<file path="src/rtl/idiv_iter.sv">
`default_nettype none
// ============================================================================
// Module      : idiv_iter
// Description : Radix-2 restoring integer divider for DIV/DIVU/REM/REMU,
//               one quotient bit per cycle, valid/ready on both sides.
// Revision    : 1.0 - initial release
// ============================================================================
module idiv_iter #(
    parameter int XLEN  = 32,
    parameter int TAG_W = 6
) (
    input  logic             clock,
    input  logic             reset,
    input  logic             flush,
    input  logic             in_valid,
    output logic             in_ready,
    input  logic [1:0]       in_op,
    input  logic [XLEN-1:0]  in_a,
    input  logic [XLEN-1:0]  in_b,
    input  logic [TAG_W-1:0] in_tag,
    output logic             out_valid,
    input  logic             out_ready,
    output logic [XLEN-1:0]  out_data,
    output logic [TAG_W-1:0] out_tag,
    output logic             busy
);

    localparam int c_CNT_W = $clog2(XLEN);
    localparam logic [XLEN-1:0] c_MIN_NEG = {1'b1, {(XLEN-1){1'b0}}};

    typedef enum logic [1:0] {
        ST_IDLE = 2'd0,
        ST_BUSY = 2'd1,
        ST_FIX  = 2'd2,
        ST_DONE = 2'd3
    } state_t;

    state_t             r_state_q, w_state_d;
    logic [1:0]         r_op_q, w_op_d;
    logic               r_a_neg_q, w_a_neg_d;
    logic               r_b_neg_q, w_b_neg_d;
    logic [XLEN-1:0]    r_quo_q, w_quo_d;
    logic [XLEN-1:0]    r_rem_q, w_rem_d;
    logic [XLEN-1:0]    r_dvs_q, w_dvs_d;
    logic [c_CNT_W-1:0] r_cnt_q, w_cnt_d;
    logic [XLEN-1:0]    r_data_q, w_data_d;
    logic [TAG_W-1:0]   r_tag_q, w_tag_d;

    // Operand conditioning at accept; -MIN wraps to MIN, which is the correct
    // unsigned magnitude.
    logic            w_signed_in;
    logic            w_in_a_neg;
    logic            w_in_b_neg;
    logic [XLEN-1:0] w_in_a_mag;
    logic [XLEN-1:0] w_in_b_mag;
    logic            w_b_zero;
    logic            w_ovf;

    assign w_signed_in = ~in_op[0];
    assign w_in_a_neg  = w_signed_in & in_a[XLEN-1];
    assign w_in_b_neg  = w_signed_in & in_b[XLEN-1];
    assign w_in_a_mag  = w_in_a_neg ? -in_a : in_a;
    assign w_in_b_mag  = w_in_b_neg ? -in_b : in_b;
    assign w_b_zero    = (in_b == '0);
    assign w_ovf       = w_signed_in && (in_a == c_MIN_NEG) && (&in_b);

    // One restoring step: the shifted partial remainder needs XLEN+1 bits.
    logic [XLEN:0]   w_shift;
    logic            w_ge;
    logic [XLEN-1:0] w_sub;

    assign w_shift = {r_rem_q, r_quo_q[XLEN-1]};
    assign w_ge    = (w_shift >= {1'b0, r_dvs_q});
    assign w_sub   = w_shift[XLEN-1:0] - r_dvs_q;

    logic            w_neg_quo;
    logic            w_neg_rem;
    logic [XLEN-1:0] w_quo_fix;
    logic [XLEN-1:0] w_rem_fix;

    assign w_neg_quo = ~r_op_q[0] & (r_a_neg_q ^ r_b_neg_q);
    assign w_neg_rem = ~r_op_q[0] & r_a_neg_q;
    assign w_quo_fix = w_neg_quo ? -r_quo_q : r_quo_q;
    assign w_rem_fix = w_neg_rem ? -r_rem_q : r_rem_q;

    always_comb begin
        w_state_d = r_state_q;
        w_op_d    = r_op_q;
        w_a_neg_d = r_a_neg_q;
        w_b_neg_d = r_b_neg_q;
        w_quo_d   = r_quo_q;
        w_rem_d   = r_rem_q;
        w_dvs_d   = r_dvs_q;
        w_cnt_d   = r_cnt_q;
        w_data_d  = r_data_q;
        w_tag_d   = r_tag_q;

        case (r_state_q)
            ST_IDLE: begin
                if (in_valid && !flush) begin
                    w_op_d    = in_op;
                    w_a_neg_d = w_in_a_neg;
                    w_b_neg_d = w_in_b_neg;
                    w_quo_d   = w_in_a_mag;
                    w_rem_d   = '0;
                    w_dvs_d   = w_in_b_mag;
                    w_cnt_d   = c_CNT_W'(XLEN - 1);
                    w_tag_d   = in_tag;
                    if (w_b_zero) begin
                        w_data_d  = in_op[1] ? in_a : '1;
                        w_state_d = ST_DONE;
                    end else if (w_ovf) begin
                        w_data_d  = in_op[1] ? '0 : in_a;
                        w_state_d = ST_DONE;
                    end else begin
                        w_state_d = ST_BUSY;
                    end
                end
            end
            ST_BUSY: begin
                w_rem_d = w_ge ? w_sub : w_shift[XLEN-1:0];
                w_quo_d = {r_quo_q[XLEN-2:0], w_ge};
                w_cnt_d = r_cnt_q - 1'b1;
                if (r_cnt_q == '0) begin
                    w_state_d = ST_FIX;
                end
            end
            ST_FIX: begin
                w_data_d  = r_op_q[1] ? w_rem_fix : w_quo_fix;
                w_state_d = ST_DONE;
            end
            ST_DONE: begin
                if (out_ready) begin
                    w_state_d = ST_IDLE;
                end
            end
            default: w_state_d = ST_IDLE;
        endcase

        // Flush beats both a new accept and a consumer handshake.
        if (flush) begin
            w_state_d = ST_IDLE;
        end
    end

    always_ff @(posedge clock or posedge reset) begin
        if (reset) begin
            r_state_q <= ST_IDLE;
            r_op_q    <= '0;
            r_a_neg_q <= 1'b0;
            r_b_neg_q <= 1'b0;
            r_quo_q   <= '0;
            r_rem_q   <= '0;
            r_dvs_q   <= '0;
            r_cnt_q   <= '0;
            r_data_q  <= '0;
            r_tag_q   <= '0;
        end else begin
            r_state_q <= w_state_d;
            r_op_q    <= w_op_d;
            r_a_neg_q <= w_a_neg_d;
            r_b_neg_q <= w_b_neg_d;
            r_quo_q   <= w_quo_d;
            r_rem_q   <= w_rem_d;
            r_dvs_q   <= w_dvs_d;
            r_cnt_q   <= w_cnt_d;
            r_data_q  <= w_data_d;
            r_tag_q   <= w_tag_d;
        end
    end

    assign in_ready  = (r_state_q == ST_IDLE);
    assign busy      = (r_state_q != ST_IDLE);
    assign out_valid = (r_state_q == ST_DONE);
    assign out_data  = r_data_q;
    assign out_tag   = r_tag_q;

endmodule
`default_nettype wire

</file>
<file path="config.mk">
export PLATFORM = sky130hd
export DESIGN_NAME = idiv_iter
export DESIGN_NICKNAME = d
export VERILOG_FILES = /design/src/rtl/idiv_iter.sv
export SDC_FILE = /design/constraint.sdc
export NUM_CORES = 1
export LEC_CHECK = 0
export ABC_AREA = 1
export CAP_MARGIN = 5
export CELL_PAD_IN_SITES_DETAIL_PLACEMENT = 0
export CELL_PAD_IN_SITES_GLOBAL_PLACEMENT = 2
export CORE_MARGIN = 2
export CORE_UTILIZATION = 29
export DETAILED_ROUTE_END_ITERATION = 7
export PLACE_DENSITY = 0.85
export SYNTH_ARGS = -nofsm -noshare
export SYNTH_HDL_FRONTEND = slang
export SYNTH_SLANG_ARGS = --single-unit
</file>
<file path="constraint.sdc">
create_clock -name clock -period 5.14 [get_ports clock]
set_input_delay 1.028 -clock clock [delete_from_list [all_inputs] [get_ports clock]]
set_output_delay 1.028 -clock clock [all_outputs]
set_load 0.02 [all_outputs]
</file>
# [Word-level counts from Yosys, hierarchy flattened]
# Index checks and enable logic that the tools add are counted.
[totals] register_bits=145 latch_bits=0 mem_bits_rw=0 rom_bits=0 inputBits=77 output_inout_bits=41 elab_cells=73 mem_count=0
[classes] addsub=6 n_mul=0 div=0 order_cmp=1 eq_ne=9 shift=0 n_mux=25 n_bitwise=7 n_reduce_logical=15
[op_table] op="32-bit two-way mux" n=13
[op_table] op="32-bit one-hot mux with 2 select lines" n=3
[op_table] op="32-bit negator" n=4
[op_table] op="33-bit by 32-bit >= comparator with 1-bit output" n=1
[op_table] op="32-bit equality test (second input constant)" n=1
[op_table] op="32-bit logical NOT" n=1
[op_table] op="32-bit AND reduction" n=1
[op_table] op="32-bit subtractor" n=1
[op_table] op="2-bit two-way mux" n=6
[op_table] op="5-bit one-hot mux with 2 select lines" n=1
[op_table] op="2-bit one-hot mux with 4 select lines" n=1
[op_table] op="3-bit by 2-bit != test with 1-bit output (second input constant)" n=2
[op_table] op="3-bit AND reduction" n=2
[op_table] op="2-bit nonzero test" n=3
[op_table] op="5-bit logical NOT" n=1
[op_table] op="5-bit two-way mux" n=1
[op_table] op="5-bit by 1-bit subtractor with 5-bit output (second input constant)" n=1
[op_table] op="1-bit bitwise AND" n=4
[op_table] op="2-bit equality test (second input constant)" n=2
[op_table] op="2-bit AND reduction" n=2
[op_table] op="1-bit logical AND" n=3
[op_table] op="3-bit by 1-bit != test with 1-bit output (second input constant)" n=1
[op_table] op="3-bit != test (second input constant)" n=1
[op_table] op="2-bit by 1-bit equality test with 1-bit output (second input constant)" n=1
[op_table] op="other kinds (5)" n=6

# [Logic depth before layout (Yosys ltp)]
# Gate-level depths: netlist of the first run.
[logic_depth] ltp_word=8 ltp_mapped=17 ltp_nobuf=17

# [Worst setup path after synthesis of the first run]
# Ideal clock, no wire load.
[synth_path] path_kind="input -> register" startpoint="in in_a[1]" endpoint="reg r_data_q[0] (netlist: out_data[0])" setup_ps=116 arrival_time_ps=2351 required_ps=5024 slack_ps=2673 stages=13 path_buffers=2 cell_sequence="inv_1 -> ha_1 -> nand3_2 -> nor2_4 -> nand2_1 -> nor2_1 -> nand2_1 -> o21ai_2 -> nand2_2 -> buf_6 -> buf_6 -> nand2_1 -> nand2_1"
[synth_between] elab_chain_cells=5
[synth_rtl] element="start: declaration" line_no="18" rtl="input logic [XLEN-1:0] in_a,"
[synth_rtl] element="32-bit equality test" line_no="65" rtl="assign w_ovf = w_signed_in && (in_a == c_MIN_NEG) && (&in_b);"
[synth_rtl] element="1-bit logical AND (2 in a row)" line_no="65"
[synth_rtl] element="3-bit by 1-bit != test with 1-bit output (no line)"
[synth_rtl] element="3-bit AND reduction (no line)"
[synth_rtl] element="end signal: assignment" line_no="167" rtl="r_data_q <= w_data_d;"
[synth_rtl] element="end: declaration" line_no="46" rtl="logic [XLEN-1:0] r_data_q, w_data_d;"
# No other way between the ends.
# A chain may end at the register's enable or synchronous reset.

# [Worst setup path in the final report of the first run]
[layout_path] startpoint="in in_a[22]" endpoint="reg r_data_q[18] (netlist: out_data[18])"
# The elaborated chain is that of the path after synthesis.

==> impl_results.md, run 1 <==
- Pin count of the biggest net entering global routing: 85
- Post-synth top area cell: sky130_fd_sc_hd__dfrtp_1
- Worst endpoint data arrival time: 3790 ps
- Yosys reg bits: around 150
- Hold Path Class: register to register
- Setup repair after global routing missed its margin: false
- Initial detailed-routing violation count: 1035
- Post-CTS Resized: 0
- Width of the chip: 217.7 um
- Netlist cell types: 44
- Combined area of the multi-input logic cells: 8267 um2
- Highest attainable clock frequency: slightly below 300 MHz
- Via count: about 15000
- Minimum clock period after layout: 3397 ps
- Synthesized area per cell: 6.046 um2
- Power Density: 563.4 nW/um2
- IO buf count: between 100 and 150
- Headroom to the max-slew limit: 0.2405
- Cell area after synthesis: 13250 um2
- Critical path launch point type: input port
- Final weighted congestion in routability-driven placement: approximately 0.93
- TritonCTS clock tree: done
- Floorplan die area: 47410 um2
- Leakage Power: 0.007715 uW
- Chip Height: 217.7 um
- Net count after synthesis: 2312
- Number of clock sinks seen by CTS: 145
- Number of detailed-route iterations in the first pass: 6
- Sequential standard cell area: 3628 um2
- Number of rows in the core area: roughly 80
- Clk slew on worst S/H paths: 70 ps
- Drt wl/cell: 17.00 um
- Clock root buffer: sky130_fd_sc_hd__clkbuf_16
- Post-synthesis async set-or-reset flop share: 1.000
- Status: finished, final reports clean
- Number of top-level design ports: 118
- Floorplan core area: 45190 um2
- Sequential-to-total area share from yosys stat: 0.2739
- Count of flip-flops with a built-in enable after synthesis: 0
- Worst voltage drop across the vdd grid: 0.3988 mV
- Number of levels in the clock H-tree: 4
- Wire length of the first global-routing pass: a little under 80000 um
- Leading post-synthesis cells by instance count: sky130_fd_sc_hd__nand2_1, sky130_fd_sc_hd__nand3_1, sky130_fd_sc_hd__inv_1, sky130_fd_sc_hd__nor2_1, sky130_fd_sc_hd__o21ai_0
- Synthesized instance count: 2191
- Setup total negative slack: 0 ps
- Maximum fanout along the worst path: 40
- Hold buffer count at cts: 0
- Total power of the final layout: 8738 uW
- Cell with the most instances after synthesis: sky130_fd_sc_hd__nand2_1
- Total count of hold-check failures in the final report: 0
- Start-to-end type of the worst setup path: input port to register
- Setup-violating endpoint count in the final report: 0
- Remaining global-route overflow: 0
- Yosys warning count: 0
- Number of global-route vias before repair: between 10000 and 15000
- Proportion of netlist area held by the largest area contributor: 0.2739
- Overall track demand over capacity in global routing: 0.2072
- Final routed DRC violation total: 0
- Period Utilization, post-route: 0.6609
- Worst-skew pair later-pin latency: 470 ps
- Fillcell total: roughly 5000
- Cells taking the most area after synthesis: sky130_fd_sc_hd__dfrtp_1, sky130_fd_sc_hd__nand2_1, sky130_fd_sc_hd__nand3_1
- Fraction of layout cells with a size suffix above 1: 0.03427
- Max-Cap Viols: 0
- Via density per instance: 5.054
- Routed wire length: approximately 49000 um
- Initial antenna violation count: 0
- Max-slew violation total from the final report: 0
- Area added between synthesis and finish: 17.08%
- ANT nets after route: 0
- Buffer levels on the longest clock path: 2
- Clock Skew: 17.20 ps
- Post-CTS Repair Setup Buffers: 0
- Number of clock buffers inserted by TritonCTS: 17
- Dominant synthesized flop cell: sky130_fd_sc_hd__dfrtp_1
- Total half-perimeter wirelength after legalization and detailed placement: 38150 um
- Required time at the worst-slack endpoint: 5530 ps
- Diodes inserted: 0
- Transition time of the tightest slew-check pin: 1138 ps
- Worst Setup End Kind: register
- # nets final: 2385
- Starting density of the core: 0.2932
[cells by family (layout without fill, tap and decap cells)]
logic type / count (synthesis) / in the layout / synth area share
buffers and inverters: 343 / 428 / 0.1041
DFF: 145 / 145 / 0.2739
xor gates and xnor gates: 51 / 51 / 0.03372
adders and majority gates: 44 / 44 / 0.04212
AOI/OAI and AO/OA: 373 / 373 / 0.1501
and+or+nand+nor: 1235 / 1235 / 0.3961
[cell type report]
class / instances / share of cell area
repair buffers: 135 / 0.08503
flip-flops and latches: 145 / 0.2339
clock buffers: 23 / 0.03082
multi-input cells: 1703 / 0.5330
well taps: 600 / 0.04840
inverters: 262 / 0.06373
clock inverters: 8 / 0.005082
[flip-flops by register name, indices dropped and copies added (netlist names)]
register   count
r_dvs_q       32
r_b_neg_q      1
r_a_neg_q      1
r_op_q         2
out_data      32
r_rem_q       32
r_cnt_q        5
r_state_q      2
r_quo_q       32
out_tag        6
[report_power, final]
part	switching, uW	internal (uW)
sequential	368	1590
combinational	3740	1800
clock	544	702
[layout by cell type, fill, tap and decap left out, drive strengths merged, types with 3 or more instances in the layout]
master and instances:
o211ai 26, a21oi 111, buf 18, nand3 274
clkdlybuf4s50 117, clkbuf 23, dfrtp 145, nor4 3
inv 260, o31ai 8, nor2 209, o21ai 212
o22ai 6, nand3b 8, o21bai 4, ha 43
clkinv 8, xnor2 18, nor3 19, xor2 33
nand4 45, nand2 671
[per-layer routing]
layer / wire [um] / share of wire / track usage / vias to the layer above
met5: 0 / 0 / 0 / -
met4: 744 / 0.015 / 0.05102 / 0
met3: 1834 / 0.038 / 0.02566 / 35
met2: 22690 / 0.46 / 0.3378 / 307
met1: 23610 / 0.48 / 0.2901 / 6899
li1: - / - / - / 7294
[final timing paths]
path	to	cells past startpoint	slack, ps	from
setup / recovery	out_data[18]	13	1740	in_a[22]
hold / removal	out_data[5]	2	480	out_data[5]
setup reg to reg	r_rem_q[24]	12	1860	r_rem_q[5]
hold reg to reg	out_data[5]	2	480	out_data[5]
max in group asynchronous	out_data[26]	3	3130	reset
min in group asynchronous	r_rem_q[1]	2	1120	reset
[stage by stage]
step	hold slack, ps	area (um2)	setup slack (ps)	utilization	std cells
final	482.7	15510	1743	0.3432	2876
after global routing	505.5	15510	1519	0.3432	2876
after CTS	487.0	15510	1839	0.3432	2876
after detailed placement	468.4	14950	1340	0.3309	2845
after global placement	464.3	14950	1323	0.3309	2845
after floorplan	449.1	13250	217.4	-	2191
[worst max-delay path, cell delays in order]
cell,delay [ps]
sky130_fd_sc_hd__clkdlybuf4s50_1,540
sky130_fd_sc_hd__nor2_1,220
sky130_fd_sc_hd__nand3_1,170
sky130_fd_sc_hd__nor2_1,330
sky130_fd_sc_hd__nand3_1,120
sky130_fd_sc_hd__nor2_1,140
sky130_fd_sc_hd__nand2_1,90
sky130_fd_sc_hd__o21ai_2,180
sky130_fd_sc_hd__nand2_2,60
sky130_fd_sc_hd__buf_4,260
sky130_fd_sc_hd__inv_2,400
sky130_fd_sc_hd__nand3_1,120
sky130_fd_sc_hd__nand2_1,80
(Power assumes the default switching activity.)
==> inputs of run 2 (changes only) <==
- CORE_UTILIZATION: 29 -> 32
- PLACE_DENSITY: 0.85 -> 0.88
- clock period: 5.14 -> 3.19 ns (I/O delays scaled with it)
==> run 2 against run 1 <==
Net effect:
- worst hold slack got worse by 5.4 ps
- core utilization rose by 4.2 points
- total power rose by 63%
- clock power rose by 73%
- first-iteration DRC count rose by 4.3%
- critical path depth fell by 1
- design area rose by 1.4%
- register-to-register slack got worse by 1500 ps
- critical endpoint is now r_rem_q[24]
- largest power group unchanged
==> impl_results.md, run 2 (same netlist as run 1, synthesis figures left out) <==
- Status: finished, final reports clean
- Max-Cap Viols: 0 (unchanged)
- Slowest stage delay, CP: 460 ps (-80 ps)
- Final weighted congestion in routability-driven placement: 0.8886 (-4.6%)
- Total count of hold-check failures in the final report: 0 (unchanged)
- Period Utilization, post-route: 0.8762
- End of the critical path: r_rem_q[24]
- IO buf count: 117 (unchanged)
- Via count: 14470 (-0.43%)
- Initial detailed-routing violation count: 1080 (+4.3%)
- GR Layer Usage met3: 0.02239 (-0.003272)
- Maximum fanout along the worst path: 32 (-20%)
- Fraction of layout cells with a size suffix above 1: 0.04853 (+0.01426)
- Number of levels in the clock H-tree: 4 (unchanged)
- Power Density: 905.6 nW/um2 (+61%)
- Final routed DRC violation total: 0 (unchanged)
- Highest attainable clock frequency: 357.8 MHz
- Routing usage on met2: 0.3477 (+0.009909)
- Cell Count Post-Placement: 2808 (-1.3%)
- Cell at the slowest stage of the critical path: sky130_fd_sc_hd__dfrtp_1
- Largest delay share family, worst path: simple AND/OR/NAND/NOR gates
- Crit path from: r_rem_q[20]
- Setup-violating endpoint count in the final report: 0 (unchanged)
- Floorplan core area: 40830 um2 (-9.6%)
- Critical path launch point type: register
- Minimum clock period after layout: about 2800 ps
- Clk slew on worst S/H paths: 60 ps (about the same)
- Leakage Power: 0.007880 uW (+2.1%)
- Most congested layer reported by global routing: met2
- Area added between synthesis and finish: 18.70%
- Required time at the worst-slack endpoint: 3530 ps (-2000 ps)
- # nets final: 2416 (+1.3%)
- Via density per instance: 5.096 (+0.83%)
- Wire length of the first global-routing pass: 75800 um (-1.4%)
- Routed wire length: 47230 um (-3.4%)
- Headroom to the max-slew limit: 0.4568 (+0.2163)
- Number of clock buffers inserted by TritonCTS: 17 (unchanged)
- Post-route cell area: 15730 um2 (+1.4%)
- Number of top-level design ports: 118 (unchanged)
- Number of global-route vias before repair: 13760 (+0.61%)
- Post-CTS Repair Setup Buffers: 0 (unchanged)
- Transition time of the tightest slew-check pin: 813.1 ps (-324.9 ps)
- ANT nets after route: 0 (unchanged)
- Core occupancy in the finished layout: 0.3851 (+0.04187)
- Setup repair after global routing missed its margin: false
- Worst endpoint data arrival time: 3140 ps (-650 ps)
- R2R Path Start: r_rem_q[20]
- Number of detailed-route iterations in the first pass: 6 (unchanged)
- Worst Setup End Kind: register
- Remaining global-route overflow: 0 (unchanged)
- Number of rows in the core area: 74 (-5.1%)
- Hold buffer count at cts: 0 (unchanged)
- Total power of the final layout: 14240 uW (+63%)
- Width of the chip: 207.5 um (-4.7%)
- Pin count of the biggest net entering global routing: 59 (-31%)
- Non-filler cells, final: 2840 (-1.3%)
- Start-to-end type of the worst setup path: register to register
- Chip Height: 207.5 um (-4.7%)
- CP most frequent cell: sky130_fd_sc_hd__nand2_1
- Clock Skew: 14.12 ps (-3.086 ps)
- Top library cells by usage in the layout, fill and taps aside: sky130_fd_sc_hd__nand2_1, sky130_fd_sc_hd__nand3_1, sky130_fd_sc_hd__inv_1
- Buffer levels on the longest clock path: 2 (unchanged)
- Initial antenna violation count: 0 (unchanged)
- Destination of the worst register-to-register timing path: r_rem_q[24]
- TritonCTS clock tree: done
- Overall track demand over capacity in global routing: 0.2196 (+0.01243)
- Met1 usage: 0.3172 (+0.02709)
- Flop2flop setup slack: 400 ps (-1460 ps)
- Number of clock sinks seen by CTS: 145 (unchanged)
- Worst voltage drop across the vdd grid: 0.5934 mV (+49%)
- Floorplan die area: 43040 um2 (-9.2%)
- Worst-path cell chain: ha_1, nand2_1, nor2_1, nand2_1, nor2_1, nand3b_1, nand3_2, nor2_4, nand2_4, nand3_1, nand3_1, nand2_1
- Clock root buffer: sky130_fd_sc_hd__clkbuf_16
- Worst-skew pair later-pin latency: 460 ps (about the same)
- Total half-perimeter wirelength after legalization and detailed placement: 37800 um (-0.91%)
- Number of cell instances on the worst register-to-register path: 12 (unchanged)
- Starting density of the core: 0.3244 (+0.03126)
- Depth of the critical timing path with buffers and inverters included: 12 (-1)
- Most frequent standard cell in the layout excluding fill and tap cells: sky130_fd_sc_hd__nand2_1
- Hold Path Class: register to register
- Buffers and inverters on the worst path: 0 (-3)
- Drt wl/cell: 16.63 um (-2.1%)
- Placed cell areas: 15110 um2 (+1.1%)
- Fillcell total: 4489 (-11%)
- Diodes inserted: 0 (unchanged)
- Post-CTS Resized: 0 (unchanged)
- Setup total negative slack: 0 ps (unchanged)
- Max-slew violation total from the final report: 0 (unchanged)
run 2: changes by cell type in the layout (fill, tap and decap cells not counted), sizes merged:
| cell | previous run | this run |
|---|---|---|
| buf | 18 | 49 |
| bufinv | 1 | 3 |
| clkbuf | 23 | 20 |
| clkinvlp | 1 | 5 |
| inv | 260 | 258 |
run 2: worst min path at each step:
stage          slack, ps           end  depth (start not counted)    startpoint
3_3_place_gp         460    out_tag[0]                          2    out_tag[0]
4_1_cts              480  out_data[20]                          2  out_data[20]
5_1_grt              510  out_data[11]                          2  out_data[11]
2_1_floorplan        450   r_dvs_q[31]                          2   r_dvs_q[31]
3_5_place_dp         460    out_tag[1]                          2    out_tag[1]
6_report             480  out_data[20]                          2  out_data[20]
run 2: report_power, final:
part,switching [uW],internal (uW)
sequential,557,2560
clock,889,1270
combinational,6000,2970
run 2: layout make-up:
class | count | area [um2] | area share
flip-flops and latches | 145 | 3628 | 0.2307
well taps | 532 | 665.6 | 0.04233
multi-input cells | 1703 | 8267 | 0.5257
repair buffers | 166 | 1564 | 0.09946
clock buffers | 20 | 456.7 | 0.02904
clock inverters | 12 | 156.4 | 0.009946
inverters | 262 | 987.2 | 0.06278
run 2: worst min-delay path, stage by stage, from the launching register on:
cell                      delay (ps)
sky130_fd_sc_hd__dfrtp_1         340
sky130_fd_sc_hd__nand2_1          50
sky130_fd_sc_hd__nand2_1          50
run 2: metrics by stage:
stage	worst slack (ps)	hold slack, ps
6_report	395.1	477.3
5_1_grt	189.1	505.7
4_1_cts	378.6	481.4
3_5_place_dp	37.64	463.9
3_3_place_gp	107.4	461.1
2_1_floorplan	733.0	449.1
run 2: metal layers:
layer,share of wire,up-vias
li1,-,7357
met4,0.020,0
met2,0.45,353
met1,0.49,6712
met5,0,-
met3,0.041,50
==> inputs of run 3 (changes only) <==
- SKIP_CTS_REPAIR_TIMING: not set -> 1
==> results of run 3 <==
The final DEF is identical to that of run 2; final timing and power are the same.
